==> src/rtl/tensor_core_host_sequencer.sv <==
// tensor_core_host_sequencer
//   Host-side driver for the tensor core cpu instruction port. Accepts a job
//   (operation select + 18 operand bytes), issues cpu reset / burst write /
//   operate / wait / burst read on instruction_out, captures the 18 result
//   bytes from cpu_output_in and returns them as nine 16-bit stream words.
// Ports:
//   clock_in, reset_in (async, active-low)
//   start_in, operation_select_in, ready_out       : job request
//   operand_valid_in, operand_data_in, operand_ready_out : 9 operand words
//   instruction_out, cpu_output_in                 : cpu instruction port
//   result_valid_out, result_data_out, result_ready_in   : 9 result words
//   hazard_out                                     : sticky payload hazard
module tensor_core_host_sequencer #(
  parameter int unsigned OPERATE_WAIT_CYCLES = 8,
  parameter int unsigned WRITE_BEATS         = 5,
  parameter int unsigned READ_BEATS          = 9
) (
  input  logic        clock_in,
  input  logic        reset_in,
  input  logic        start_in,
  input  logic [2:0]  operation_select_in,
  output logic        ready_out,
  input  logic        operand_valid_in,
  input  logic [15:0] operand_data_in,
  output logic        operand_ready_out,
  output logic [15:0] instruction_out,
  input  logic [7:0]  cpu_output_in,
  output logic        result_valid_out,
  output logic [15:0] result_data_out,
  input  logic        result_ready_in,
  output logic        hazard_out
);

  localparam logic [15:0] INSTR_NOP       = 16'h0000;
  localparam logic [15:0] INSTR_CPU_RESET = 16'h000C;
  localparam logic [15:0] INSTR_WR_HDR    = 16'h0007;
  localparam logic [15:0] INSTR_RD_HDR    = 16'h0003;
  localparam int unsigned WAIT_W = (OPERATE_WAIT_CYCLES > 1) ? $clog2(OPERATE_WAIT_CYCLES) : 1;

  typedef enum logic [3:0] {
    S_INIT_RESET, S_IDLE, S_LOAD, S_WR_HDR, S_WR_DATA,
    S_OP, S_WAIT, S_RD_HDR, S_RD_DATA, S_DRAIN
  } state_t;

  state_t              state;
  logic [15:0]         instr_q;
  logic [3:0]          cnt;
  logic [WAIT_W-1:0]   wait_cnt;
  logic [2:0]          op_sel;
  logic [15:0]         w [0:8];
  logic [15:0]         r [0:8];
  logic [7:0]          neg_byte;

  logic [3:0]          even_idx, odd_idx, next_odd_idx;
  logic [15:0]         even_word, odd_word, next_odd_word;

  // w[9] is the padding word and always reads as zero.
  assign even_idx     = {cnt[2:0], 1'b0};
  assign odd_idx      = {cnt[2:0], 1'b1};
  assign next_odd_idx = {cnt[2:0] + 3'd1, 1'b1};

  always_comb begin
    even_word     = (even_idx     > 4'd8) ? '0 : w[even_idx];
    odd_word      = (odd_idx      > 4'd8) ? '0 : w[odd_idx];
    next_odd_word = (next_odd_idx > 4'd8) ? '0 : w[next_odd_idx];
  end

  // During the burst the cpu takes one word per clock edge, so the data word
  // follows the clock level: even word while high (negedge capture), odd word
  // while low (posedge capture).
  assign instruction_out = (state == S_WR_DATA) ? (clock_in ? even_word : odd_word) : instr_q;
  assign result_data_out = (cnt > 4'd8) ? '0 : r[cnt];

  // Low nibble 1100 on a posedge-sampled word is decoded by the cpu as reset.
  function automatic logic is_hazard(input logic [15:0] word);
    return word[3:0] == 4'b1100;
  endfunction

  always_ff @(posedge clock_in or negedge reset_in) begin
    if (!reset_in) begin
      state             <= S_INIT_RESET;
      instr_q           <= INSTR_NOP;
      ready_out         <= 1'b0;
      operand_ready_out <= 1'b0;
      result_valid_out  <= 1'b0;
      hazard_out        <= 1'b0;
      cnt               <= '0;
      wait_cnt          <= '0;
      op_sel            <= '0;
    end else begin
      case (state)
        S_INIT_RESET: begin
          // First cycle after release shows NOP, next one the cpu reset word.
          if (instr_q == INSTR_CPU_RESET) begin
            instr_q   <= INSTR_NOP;
            ready_out <= 1'b1;
            state     <= S_IDLE;
          end else begin
            instr_q <= INSTR_CPU_RESET;
          end
        end
        S_IDLE: begin
          if (start_in && ready_out) begin
            op_sel            <= operation_select_in;
            hazard_out        <= 1'b0;
            cnt               <= '0;
            ready_out         <= 1'b0;
            operand_ready_out <= 1'b1;
            state             <= S_LOAD;
          end
        end
        S_LOAD: begin
          if (operand_valid_in && operand_ready_out) begin
            if (cnt == 4'd8) begin
              cnt               <= '0;
              operand_ready_out <= 1'b0;
              instr_q           <= INSTR_WR_HDR;
              state             <= S_WR_HDR;
            end else begin
              cnt <= cnt + 4'd1;
            end
          end
        end
        S_WR_HDR: begin
          hazard_out <= hazard_out | is_hazard(w[1]);
          cnt        <= '0;
          instr_q    <= INSTR_NOP;
          state      <= S_WR_DATA;
        end
        S_WR_DATA: begin
          if (cnt == 4'(WRITE_BEATS - 1)) begin
            cnt     <= '0;
            instr_q <= {11'b0, op_sel, 2'b10};
            state   <= S_OP;
          end else begin
            // Flag is raised on entry to the beat that carries the word.
            hazard_out <= hazard_out | is_hazard(next_odd_word);
            cnt        <= cnt + 4'd1;
          end
        end
        S_OP: begin
          instr_q  <= INSTR_NOP;
          wait_cnt <= '0;
          state    <= S_WAIT;
        end
        S_WAIT: begin
          if (wait_cnt == WAIT_W'(OPERATE_WAIT_CYCLES - 1)) begin
            instr_q <= INSTR_RD_HDR;
            state   <= S_RD_HDR;
          end else begin
            wait_cnt <= wait_cnt + 1'b1;
          end
        end
        S_RD_HDR: begin
          instr_q <= INSTR_NOP;
          cnt     <= '0;
          state   <= S_RD_DATA;
        end
        S_RD_DATA: begin
          if (cnt == 4'(READ_BEATS - 1)) begin
            cnt              <= '0;
            result_valid_out <= 1'b1;
            state            <= S_DRAIN;
          end else begin
            cnt <= cnt + 4'd1;
          end
        end
        S_DRAIN: begin
          if (result_ready_in) begin
            if (cnt == 4'(READ_BEATS - 1)) begin
              cnt              <= '0;
              result_valid_out <= 1'b0;
              ready_out        <= 1'b1;
              state            <= S_IDLE;
            end else begin
              cnt <= cnt + 4'd1;
            end
          end
        end
        default: state <= S_INIT_RESET;
      endcase
    end
  end

  // Data buffers carry no reset; contents are only meaningful within a job.
  always_ff @(posedge clock_in) begin
    if (state == S_LOAD && operand_valid_in && operand_ready_out)
      w[cnt] <= operand_data_in;
    if (state == S_RD_DATA)
      r[cnt] <= {neg_byte, cpu_output_in};
  end

  always_ff @(negedge clock_in) begin
    if (state == S_RD_DATA)
      neg_byte <= cpu_output_in;
  end

endmodule

==> config.mk <==
export PLATFORM = sky130hd
export DESIGN_NAME = tensor_core_host_sequencer
export DESIGN_NICKNAME = d
export VERILOG_FILES = /design/src/rtl/tensor_core_host_sequencer.sv
export SDC_FILE = /design/constraint.sdc
export NUM_CORES = 1
export LEC_CHECK = 0
export ABC_AREA = 1
export CAP_MARGIN = 10
export CORE_MARGIN = 2
export CORE_UTILIZATION = 52
export CTS_CLUSTER_SIZE = 10
export DETAILED_ROUTE_END_ITERATION = 8
export PLACE_DENSITY = 0.8
export SLEW_MARGIN = 20
export SYNTH_ARGS = -nofsm -noshare
export SYNTH_HDL_FRONTEND = slang
export SYNTH_SLANG_ARGS = --single-unit
==> constraint.sdc <==
create_clock -name clock_in -period 2.8 [get_ports clock_in]
set_input_delay 0.56 -clock clock_in [delete_from_list [all_inputs] [get_ports clock_in]]
set_output_delay 0.56 -clock clock_in [all_outputs]
set_load 0.03 [all_outputs]
==> results.md, run 1 <==
* Outcome: aborted with a tool error
* Stop stage: global routing (5_1_grt)
* Error: [ERROR GRT-0232] Routing congestion too high. Check the congestion heatmap in the GUI.
* Average size of a mapped cell at 11.61 um^2
* GR Overflow Total at 1703732
* Die width at 163.8 um
* Largest net degree at the start of global routing at 104
* Seq/Total Area, Yosys at 71.31%
* FF+latch count, synth at 319
* Top post-synthesis cells by area: edfxtp_1 (67%), nand2_1 (5.8%), o21ai_0 (4.8%), nor2_1 (4.8%), dfrtp_1 (4.3%)
* Synthesized Nets at 1181
* Synth warnings at 0
* Distinct cells, synth at 32
* Row count at 58
* Post-synth top area cell: edfxtp_1
* Most frequent cell after synthesis: edfxtp_1
* Top cell type's share of synthesized area at 66.97%
* Hold buffers post-CTS at 0
* Initial Util at 52.86%
* # IOs at 68
* Async set or reset register ratio after synthesis at 7.210%
* Detailed Place HPWL at 17320 um
* Final GP Congestion at 0.8700
* Ys flop type: edfxtp_1
* Worst slack, placed at -0.4380 ns
* Gr usage total at 9504%
* EDFF count, synth at 296
* Die Y at 163.8 um
* Dpl cells at 1536
* Buffers on Ports at 67
* Mapped Area at 13270 um^2
* Synth cell count leaders: edfxtp_1 (296), nand2_1 (204), nor2_1 (168)
* Cells after Synth at 1143
[metrics by stage]
| stage | utilization [%] | TNS (ns) | hold slack, ns | instance area (um^2) |
|---|---|---|---|---|
| detailed placement | 58.48 | -3.838 | 0.4660 | 14680 |
| global placement | 58.48 | -3.838 | 0.4677 | 14680 |
| floorplan | - | -0.02636 | 0.2644 | 13370 |
| CTS | 65.71 | -1.636 | 0.2762 | 16500 |
[per-layer routing]
metal	track usage, %	overflow
met1	38.27	0
met2	50.10	0
met3	16560	655263
met4	41830	1048469
met5	0.5682	0
[cells by family after synthesis]
logic type | after synthesis | share of synthesized area [%]
adder cells (fa/ha/maj) | 6 | 0.5656
buffers and inverters | 116 | 3.781
AND/OR/NAND/NOR | 503 | 16.23
AO/OA/AOI/OAI | 197 | 7.976
flip-flops | 319 | 71.31
XOR/XNOR | 1 | 0.06601
multiplexers | 1 | 0.07542
[repair_timing]
action / CTS
endpoints found under the hold margin: 0
pin swaps: 15
buffers inserted: 12
gates cloned: 2
resized for setup: 182
endpoints found under the setup margin: 89
==> run 2: changes to the inputs <==
--- a/config.mk
+++ b/config.mk
@@ -8,10 +8,9 @@
 export ABC_AREA = 1
 export CAP_MARGIN = 10
 export CORE_MARGIN = 2
-export CORE_UTILIZATION = 52
-export CTS_CLUSTER_SIZE = 10
+export CORE_UTILIZATION = 37
 export DETAILED_ROUTE_END_ITERATION = 8
-export PLACE_DENSITY = 0.8
+export PLACE_DENSITY_LB_ADDON = 0.15
 export SLEW_MARGIN = 20
 export SYNTH_ARGS = -nofsm -noshare
 export SYNTH_HDL_FRONTEND = slang
==> constraint.sdc (replaced) <==
create_clock -name clock_in -period 3.6 [get_ports clock_in]
set_input_delay 0.72 -clock clock_in [delete_from_list [all_inputs] [get_ports clock_in]]
set_output_delay 0.72 -clock clock_in [all_outputs]
set_load 0.03 [all_outputs]
==> run 2 against run 1 <==
  * The flow now finishes without violations
  * Synthesized cell count stayed put
  * Synthesized area stayed put
==> results.md, run 2 <==
* Outcome: complete, no violations
* WP data arrival at 2.84 ns
* Hold WS at 0.4752 ns
* Initial antenna violation count at 0
* Fin util at 46.17%
* Synthesized Nets at 1181
* Worst skew pair latency at 0.70 ns
* Synth cell count leaders: edfxtp_1 (296), nand2_1 (204), nor2_1 (168)
* Synth warnings at 0
* Pwr/cell area at 777.7 nW/um^2
* Distinct cells, synth at 32
* Buffers on Ports at 67
* RSZ-0062 raised after global routing: true
* Worst-path clk slew at 0.05 ns
* Async set or reset register ratio after synthesis at 7.210%
* DRT Pass-1 Iters at 5
* Seq/Total Area, Yosys at 71.31%
* Residual DRC at 0
* Critical Path RT at 2.88 ns
* Most frequent cell after synthesis: edfxtp_1
* Top cell type's share of synthesized area at 66.97%
* EDFF count, synth at 296
* GR Overflow Total at 0
* Slowest-stage cell, CP: a21oi_4
* Detailed Place HPWL at 18820 um
* Slew Limit Fails at 0
* # IOs at 68
* HP Class: reg -> reg
* First-pass GRT wire length at 52240 um
* Routed Wire Length at 33610 um
* Mapped Area at 13270 um^2
* Final GP Congestion at 0.8618
* Peak VDD IR at 0.4513 mV
* Nets at 1310
* Cells after Synth at 1143
* Commonest cells after routing, fill and taps aside: edfxtp_1 (296), nand2_1 (195), nor2_1 (157)
* Die Y at 193.4 um
* CP max FO at 5
* Worst rel slew slack at 53.98%
* Overall Power at 12.74 mW
* Crit-path cells: clkbuf_16 -> clkbuf_16 -> nor2_4 -> clkbuf_16 -> nand2_1 -> a21oi_4 -> buf_6
* Crit end category: primary output
* CP Launch Type: clock port
* Gr usage total at 18.22%
* Routed wire length per instance at 19.08 um
* Post-Layout Inst Area at 16380 um^2
* WS Path Type: clk -> out
* Die width at 193.4 um
* Largest net degree at the start of global routing at 138
* Slew @ Worst Pin at 0.6903 ns
* Number of buffers and inverters on the critical path at 4
* Vias per inst at 5.087
* Core region area at 35480 um^2
* ANT nets after route at 0
* Regs by FF count: r (144), w (144), neg_byte (8)
* Row count at 69
* Average size of a mapped cell at 11.61 um^2
* P_leak at 6.042 nW
* Vias at 8959
* Placed cell area at 14690 um^2
* Initial DRC count at 472
* Most Frequent Cell on Critical Path: clkbuf_16
* Die ar. at 37400 um^2
* Area added between synthesis and finish at 23.44%
* Most common cell after layout, fill and taps aside: edfxtp_1
* Antenna cells at 0
* Hold buffers post-CTS at 0
* Crit-path max cell delay at 0.18 ns
* CTS tree: built
* Top post-synthesis cells by area: edfxtp_1 (67%), nand2_1 (5.8%), o21ai_0 (4.8%), nor2_1 (4.8%), dfrtp_1 (4.3%)
* Hold Violations, Final at 0
* Final setup violation count at 0
* Maxcap violations at 0
* Final setup skew at 0.1979 ns
* Ys flop type: edfxtp_1
* Vias in the first global route at 9247
* Post-synth top area cell: edfxtp_1
* Family with the most delay on the worst path: buffers and inverters
* FF+latch count, synth at 319
* Share of cells above drive strength 1 at 17.92%
* Initial Util at 37.40%
-- run 2: cell counts after synthesis --
No cell type changed its count.
-- run 2: worst reg2reg max path: cells and delay by family (launching register included) --
kind	cells	cell delay, ns
buffers and inverters	2	0.31
flip-flops	1	0.46
AND/OR/NAND/NOR	2	0.40
-- run 2: what timing repair did --
item | in CTS | in global routing
resized for setup | 94 | 29
endpoints found under the hold margin | 0 | 0
cloned | 0 | 0
endpoints found under the setup margin | 62 | 12
buffers inserted | 4 | 2
pin swaps | 5 | 9
-- run 2: final timing paths --
check                           slack, ns             startpoint  cells after the start                       to
worst min register to register       0.48  op_sel[1]$_DFFE_PN0P_                      2    op_sel[1]$_DFFE_PN0P_
worst max-delay path                 0.04               clock_in                      7      instruction_out[14]
max in group asynchronous            2.41               reset_in                      2       cnt[0]$_DFFE_PN0P_
worst max register to register       0.36   state[2]$_DFFE_PN0P_                      4    neg_byte[4]$_DFFE_NP_
min in group asynchronous            0.56               reset_in                      1  wait_cnt[0]$_DFFE_PN0P_
worst min-delay path                 0.48  op_sel[1]$_DFFE_PN0P_                      2    op_sel[1]$_DFFE_PN0P_
-- run 2: cell type report --
cell class / count / area, um^2
clock buffer: 81 / 1450
clock inverter: 35 / 256.5
fill: 3249 / 19100
inverter: 55 / 209.0
multi-input combinational: 708 / 3530
sequential: 319 / 9469
tap: 461 / 576.8
timing repair buffer: 102 / 890.9
-- run 2: stage by stage --
step / std cells / setup TNS, ns / setup slack, ns
6_report: 1761 / 0 / 0.04238
5_1_grt: 1761 / -0.001876 / -0.001876
4_1_cts: 1759 / -0.01115 / -0.007540
3_5_place_dp: 1662 / -0.4413 / -0.1698
3_3_place_gp: 1662 / -0.4408 / -0.1698
2_1_floorplan: 1143 / 0 / 0.05576
-- run 2: cells by family (layout without fill, tap and decap cells) --
group | count (synthesis) | after routing | synth area share, %
simple gates | 503 | 503 | 16.23
flops | 319 | 319 | 71.31
compound gates | 197 | 197 | 7.976
buf+inv | 116 | 273 | 3.781
fa+ha+maj | 6 | 6 | 0.5656
xor+xnor | 1 | 1 | 0.06601
mux | 1 | 1 | 0.07542
-- run 2: per-layer routing --
metal  part of all wire, %  GRT usage (%)
met5                     0              0
met4                   3.0          8.906
met3                   6.3          5.248
met2                    47          27.87
met1                    44          23.83
-- run 2: power by group --
group | internal, mW | switching [mW] | leakage [nW]
sequential | 4.20 | 0.133 | 2.95
combinational | 0.987 | 2.11 | 2.07
clock | 3.08 | 2.23 | 1.02
No activity file was read; power rests on OpenSTA's default activity.
